===== src/rtl/lane_serializer_pkg.sv =====
// Shared definitions for the lane serializer: derived sizing and FSM encoding.
package lane_serializer_pkg;

  typedef enum logic {
    ST_IDLE = 1'b0,
    ST_SEND = 1'b1
  } state_t;

  // Lanes needed to cover a word; the word is zero-extended up to a whole lane count.
  function automatic int calc_num_lanes(input int data_w, input int lane_w);
    return (data_w + lane_w - 1) / lane_w;
  endfunction

  // Counter width able to hold every value from 0 through num_lanes.
  function automatic int calc_cnt_w(input int num_lanes);
    return $clog2(num_lanes + 1);
  endfunction

endpackage


===== src/rtl/lane_serializer_mux.sv =====
// Combinational lane select: picks one LANE_W slice of a packed multi-lane vector.
module lane_serializer_mux #(
  parameter int LANE_W    = 8,
  parameter int NUM_LANES = 3,
  parameter int CNT_W     = 2
) (
  input  logic [NUM_LANES*LANE_W-1:0] vec,
  input  logic [CNT_W-1:0]            idx,
  output logic [LANE_W-1:0]           lane
);

  // Index decode; out-of-range indices yield zero.
  always_comb begin
    lane = '0;
    for (int i = 0; i < NUM_LANES; i++) begin
      if (idx == CNT_W'(i)) lane = vec[i*LANE_W +: LANE_W];
    end
  end

endmodule


===== src/rtl/lane_serializer.sv =====
// Handshaked word-to-lane serializer: one DATA_W word out as N LANE_W lanes,
// LSB-lane-first or MSB-lane-first, with zero-bubble back-to-back words.
module lane_serializer
  import lane_serializer_pkg::*;
#(
  parameter int DATA_W = 18,
  parameter int LANE_W = 8,
  localparam int NUM_LANES = calc_num_lanes(DATA_W, LANE_W),
  localparam int CNT_W     = calc_cnt_w(NUM_LANES)
) (
  input  logic              clk,
  input  logic              rst,
  input  logic              in_valid,
  output logic              in_ready,
  input  logic [DATA_W-1:0] in_data,
  input  logic [CNT_W-1:0]  in_lanes,
  input  logic              in_msb_first,
  output logic              out_valid,
  input  logic              out_ready,
  output logic [LANE_W-1:0] out_data,
  output logic [CNT_W-1:0]  out_idx,
  output logic              out_last
);

  localparam int TOT_W = NUM_LANES * LANE_W;

  state_t             state_q, state_d;
  logic [TOT_W-1:0]   word_q;
  logic               dir_q;
  logic [CNT_W-1:0]   rem_q;
  logic [CNT_W-1:0]   idx_q;
  logic [LANE_W-1:0]  data_q;
  logic               valid_q;
  logic               last_q;

  logic               accept;
  logic               beat;
  logic [TOT_W-1:0]   in_ext;
  logic [CNT_W-1:0]   n_eff;
  logic [CNT_W-1:0]   first_idx;
  logic [CNT_W-1:0]   next_idx;
  logic [CNT_W-1:0]   rem_m1;
  logic [TOT_W-1:0]   mux_vec;
  logic [CNT_W-1:0]   mux_idx;
  logic [LANE_W-1:0]  mux_lane;

  assign beat     = valid_q & out_ready;
  assign in_ready = (state_q == ST_IDLE) | (beat & last_q);
  assign accept   = in_valid & in_ready;

  assign in_ext    = TOT_W'(in_data);
  assign n_eff     = ((in_lanes == '0) || (in_lanes > CNT_W'(NUM_LANES))) ? CNT_W'(NUM_LANES) : in_lanes;
  assign first_idx = in_msb_first ? (n_eff - CNT_W'(1)) : '0;
  assign next_idx  = dir_q ? (idx_q - CNT_W'(1)) : (idx_q + CNT_W'(1));
  assign rem_m1    = rem_q - CNT_W'(1);

  // A newly accepted word loads its first lane through the same mux used for stepping.
  assign mux_vec = accept ? in_ext : word_q;
  assign mux_idx = accept ? first_idx : next_idx;

  lane_serializer_mux #(
    .LANE_W    (LANE_W),
    .NUM_LANES (NUM_LANES),
    .CNT_W     (CNT_W)
  ) u_mux (
    .vec  (mux_vec),
    .idx  (mux_idx),
    .lane (mux_lane)
  );

  // FSM state register.
  always_ff @(posedge clk) begin
    if (rst) state_q <= ST_IDLE;
    else     state_q <= state_d;
  end

  // FSM next state: stay in SEND while words keep arriving on the final beat.
  always_comb begin
    state_d = state_q;
    case (state_q)
      ST_IDLE: if (accept) state_d = ST_SEND;
      ST_SEND: if (beat && last_q && !accept) state_d = ST_IDLE;
      default: state_d = ST_IDLE;
    endcase
  end

  // Word capture and registered lane output; outputs hold while stalled.
  always_ff @(posedge clk) begin
    if (rst) begin
      word_q  <= '0;
      dir_q   <= 1'b0;
      rem_q   <= '0;
      idx_q   <= '0;
      data_q  <= '0;
      valid_q <= 1'b0;
      last_q  <= 1'b0;
    end else if (accept) begin
      word_q  <= in_ext;
      dir_q   <= in_msb_first;
      rem_q   <= n_eff;
      idx_q   <= first_idx;
      data_q  <= mux_lane;
      valid_q <= 1'b1;
      last_q  <= (n_eff == CNT_W'(1));
    end else if (beat) begin
      if (!last_q) begin
        idx_q  <= next_idx;
        rem_q  <= rem_m1;
        data_q <= mux_lane;
        last_q <= (rem_m1 == CNT_W'(1));
      end else begin
        valid_q <= 1'b0;
        last_q  <= 1'b0;
      end
    end
  end

  assign out_valid = valid_q;
  assign out_data  = data_q;
  assign out_idx   = idx_q;
  assign out_last  = last_q;

endmodule


===== config.mk =====
export PLATFORM = sky130hd
export DESIGN_NAME = lane_serializer
export DESIGN_NICKNAME = d
export VERILOG_FILES = /design/src/rtl/lane_serializer_pkg.sv /design/src/rtl/lane_serializer_mux.sv /design/src/rtl/lane_serializer.sv
export SDC_FILE = /design/constraint.sdc
export NUM_CORES = 1
export LEC_CHECK = 0
export CORE_MARGIN = 3
export CORE_UTILIZATION = 50
export DETAILED_ROUTE_END_ITERATION = 12
export PLACE_DENSITY_LB_ADDON = 0.25
export SETUP_SLACK_MARGIN = 0.3
export SLEW_MARGIN = 20
export SYNTH_ARGS = -nofsm -noshare
export SYNTH_HDL_FRONTEND = slang
export SYNTH_SLANG_ARGS = --single-unit

===== constraint.sdc =====
create_clock -name clk -period 2.5 [get_ports clk]
set_input_delay 0.375 -clock clk [delete_from_list [all_inputs] [get_ports clk]]
set_output_delay 0.375 -clock clk [all_outputs]
set_load 0.01 [all_outputs]

[Word level (Yosys, flattened, before mapping)]
Index checks and enable logic that the tools add are counted.
Storage, ports and cells
  bits in registers: 40
  latch bits: 0
  bits in writable memories: 0
  memory bits (read-only): 0
  output and inout port bits: 13
  word-level logic and storage cells: 59
  memories: 0
Cells by class
  $add $sub $neg: 4
  $mul: 0
  div/mod/pow operators: 0
  magnitude comparators: 1
  equality and inequality tests: 5
  shift operators: 0
  mux-type cells: 26
  bitwise operators: 5
  reduce and logical (&&, ||, !) cells: 10
Operator list (count)
  $mux W8: 6
  $mux W24: 1
  $mux W2: 10
  $mux W1: 8
  $eq A2 B1 Y1 const B: 3
  $sub A2 B1 Y2 const B: 3
  $logic_not A2 Y1: 2
  $reduce_and A2 Y1: 2
  $reduce_bool A2 Y1: 2
  $and A1 B1 Y1: 3
  $add A2 B1 Y2 const B: 1
  $eq A2 B2 Y1 const B: 1
  $gt A2 B2 Y1 const B: 1
  $logic_and A1 B1 Y1: 2
  $ne A2 B1 Y1 const B: 1
  $pmux W1 S2: 1
  $logic_not A1 Y1: 1
  $logic_or A1 B1 Y1: 1
  $not A1 Y1: 1
  $or A1 B1 Y1: 1

[Longest topological paths before layout]
  word-level depth: 13
  depth in mapped cells: 8
  mapped depth without buffers: 6

[Cells and area by module]
From an unflattened synthesis, not the netlist that was laid out.
Unflattened totals
  cell total of the unflattened synthesis: 178
  area total of the unflattened synthesis: 1918.1 sq um
Modules (own cells, without submodules)
  lane_serializer: instances 1, cells an instance 158, area each 1720.4 sq um, seq. area each 800.8 sq um
  lane_serializer_mux: instances 1, cells an instance 20, area each 197.7 sq um, seq. area each 0.0 sq um

[Least setup slack after synthesis]
No wires, ideal clock.
  kind: flip-flop to flip-flop
  start point: reg idx_q[1], in the netlist out_idx[1]
  end point: reg data_q[6], in the netlist out_data[6]
  arrival time: 1.513 ns
  setup slack: 0.853 ns
  stages on the path, launching flop included: 6
  cells stage by stage: dfxtp_1 xor2_4 buf_6 mux2_1 a211oi_1 nor4_1
On the way
  longest elaborated chain between the ends: 10
Ends and longest elaborated chain
  start, declared: line lane_serializer.sv:31  | logic [CNT_W-1:0] idx_q;
  start signal, assigned: line lane_serializer.sv:101  | idx_q <= first_idx;
  start signal, assigned: line lane_serializer.sv:107  | idx_q <= next_idx;
  $add A2 B1 Y2 or $sub A2 B1 Y2 (tied branches): line lane_serializer.sv:54  | assign next_idx = dir_q ? (idx_q - CNT_W'(1)) : (idx_q + CNT_W'(1));
  $mux W2 *: line lane_serializer.sv:54
  $mux W2 *: line lane_serializer.sv:59  | assign mux_idx = accept ? first_idx : next_idx;
  $logic_not A2 Y1: line lane_serializer_mux.sv:16  | if (idx == CNT_W'(i)) lane = vec[i*LANE_W +: LANE_W];
  $mux W8 (2 in series): line lane_serializer_mux.sv:16
  $mux W8 *: line lane_serializer_mux.sv:16
  $mux W8: line lane_serializer.sv:106  | if (!last_q) begin
  $mux W8: line lane_serializer.sv:105  | end else if (beat) begin
  $mux W8 *: line lane_serializer.sv:97  | end else if (accept) begin
  end signal, assigned: line lane_serializer.sv:102  | data_q <= mux_lane;
  end signal, assigned: line lane_serializer.sv:109  | data_q <= mux_lane;
  end, declared: line lane_serializer.sv:32  | logic [LANE_W-1:0] data_q;
Mark *: on every way between the ends. The rest lies on a longest branch, timed or not. The select of a mux whose other input is x is not followed.
A chain may end at the register's enable or synchronous reset.

[Final worst setup path]
  start point: in out_ready
  end point: out in_ready
On the way
  longest elaborated chain between the ends: 3
Ends and longest elaborated chain
  start, declared: line lane_serializer.sv:19  | input logic out_ready,
  $and A1 B1 Y1: line lane_serializer.sv:47  | assign beat = valid_q & out_ready;
  $and A1 B1 Y1: line lane_serializer.sv:48  | assign in_ready = (state_q == ST_IDLE) | (beat & last_q);
  $or A1 B1 Y1: line lane_serializer.sv:48
  end, declared: line lane_serializer.sv:14  | output logic in_ready,
No other way between the ends.

==> flow_summary.toml <==
[status]
status = "finished, final reports clean"

[run]
maxCapViolations = 0

[drt]
dr.first_iter.drc_count = 153
drc = 0
ant_nets = 0
via_count = 1800
vias_per_cell = 5.50
wl_um = 4690
firstDrtPassIters = 4
wl_per_cell_um = 14.3

[setup_path]
cp_max_fo = 4
critPathKind = "in -> out"
start_kind = "input port"
r2r_setup_slack_ns = 0.66
worstPathRequired_ns = 2.12
end_kind = "output pin"
cp.arrival_ns = 1.72

[clock_tree]
clock_latency_ns = 0.29
root_buffer = "clkbuf_8"
hold_buffers = 0
clk_pin_slew_ns = 0.07
cts_resized = 0
post_cts_buffers = 0
h-tree-depth = 2
cts_inserted_buffers = 5
clk_path_buf_depth = 2
cts_sinks = 40
cts_tree = "done"

[yosys]
synth_seq_area_share_pct = 40.5
syn_area_mm2 = 0.00198
netlist_instances = 241
syn-num-nets = 270
yosys_register_bits = 40
synth_largest_area_cell = "dfxtp_1"
synth.distinct_cells = 32
synthArstFlopShare_pct = 0
yosysTopAreaCellShare_pct = 40.5
syn_avg_cell_area_um2 = 8.21
post-synth-top-count-cell = "nand2_1"
synthTopCellsByArea = "dfxtp_1 (40%), nand2_1 (8.2%), a21oi_1 (7.3%)"
synthFlopType = "dfxtp_1"
synth_common_cells = "nand2_1 (43), dfxtp_1 (40), a21oi_1 (29), a211oi_1 (13), nor2_1 (13)"
synth_edf_count = 0
ys_warn_count = 0

[power_and_ir_drop]
power.share.sequential_pct = 48.1
p_sw_share_pct = 26.7
peakVddDrop_v = 0.000418
clock_power_share_pct = 31.0
p_int_mw = 1.08
power_density_mw_per_mm2 = 584
p_sw_uw = 392
pwr-share-comb_pct = 21.0
total_power_mw = 1.47
power_leakage_nw = 0.958

[timing]
tns_ns = 0
timing.final.max_slew_violations = 0
fin_skew_ns = 0.00681
fin_crit_sh_pct = 83.7
period_needed_ns = 2.09
hold_viol_final = 0
setup_viol = 0
finalHoldWorstSlack_ns = 0.453
fmax_mhz = 478
worst_slew_pin_slew_ns = 0.628
slew-limit-headroom_pct = 58.0
rsz0062_at_grt = "false"

[floorplanning]
die_area_mm2 = 0.00475
fp.dieW_um = 68.9
rows = 22
boundaryPins = 38
die_h_um = 68.9
start_util_pct = 52.9
core_mm2 = 0.00374

[cells_and_area]
drive_above_1_share_pct = 9.32
diodes = 0
area_growth_pct = 27.1
post-route-util_pct = 67.2
fill_cells = 338
fin_nets = 308

[place]
place_hpwl_um = 3350
place_congestion = 0.767
io_buffers = 37

[grt]
grt_pass1_wl_um = 7380
grt.overflow.total = 0
grt_usage_pct = 21.4
grt_start_max_net_pins = 21
antenna_found_initial = 0
first_global_vias = 1587

[min_path]
hp-class = "reg -> reg"
## layout make-up
type	instances	area, um^2	share of cell area [%]
multi-input cells	179	1080	43.1
repair buffers	49	460	18.3
inverters	4	15.0	0.597
flip-flops and latches	40	801	31.8
well taps	48	60.1	2.39
clock buffers	7	96.3	3.83
## layer usage
layer,track usage [%],up-vias,part of all wire (%)
met2,32.9,41,46
met4,8.27,0,1.6
met1,28.0,843,46
li1,-,907,-
met3,6.32,9,5.9
met5,0,-,0
## kinds of logic after synthesis
kind of cell	after synthesis	synth area share, %
muxes	9	5.12
DFF	40	40.5
and+or+nand+nor	109	27.2
AOI/OAI and AO/OA	53	17.0
xor gates and xnor gates	4	2.72
adders and majority gates	4	2.53
buffers and inverters	22	4.99
## path summary, 6_finish.rpt
kind / start / end / cells past startpoint
worst max-delay path: out_ready / in_ready / 4
worst min-delay path: word_q[16] / word_q[16] / 2
worst max register to register: out_idx[1] / out_data[0] / 4
worst min register to register: word_q[16] / word_q[16] / 2
## power groups by stage
stage | Sequential, mW | Combinational, mW | Clock [mW]
3_5_place_dp | 0.721 | 0.306 | 0
2_1_floorplan | 0.721 | 0.172 | 0
3_3_place_gp | 0.719 | 0.303 | 0
5_1_grt | 0.711 | 0.338 | 0.493
4_1_cts | 0.706 | 0.308 | 0.463
6_report | 0.707 | 0.308 | 0.455
## stage by stage
stage          instance area, um^2  std cells  setup WS (ns)
3_3_place_gp                  2420        320          0.323
5_1_grt                       2520        327          0.356
3_5_place_dp                  2420        320          0.267
6_report                      2520        327          0.409
4_1_cts                       2520        327          0.410
2_1_floorplan                 1980        241          0.853
## layout by cell type (no fill, tap or decap), types with 8 or more instances in the layout
| cell | instances |
|---|---|
| nand2_1 | 43 |
| clkdlybuf4s50_1 | 37 |
| nor3_1 | 8 |
| dfxtp_1 | 40 |
| nor2_1 | 13 |
| a211oi_1 | 13 |
| buf_4 | 12 |
| mux2_1 | 8 |
| a21oi_1 | 28 |
| nor3b_1 | 9 |
| nand3_1 | 8 |
## critical path, cell delays in order
cell and delay, ns:
clkdlybuf4s50_1 0.50, nand3_1 0.17, nand2_1 0.13, clkdlybuf4s50_1 0.53
## flip-flops by register name, indices dropped and copies added (netlist names)
| register | cells |
|---|---|
| out_valid | 1 |
| out_data | 8 |
| out_last | 1 |
| rem_q | 2 |
| out_idx | 2 |
| state_q | 1 |
| word_q | 24 |
| dir_q | 1 |
Note: power is estimated with default switching activity, not from simulation.
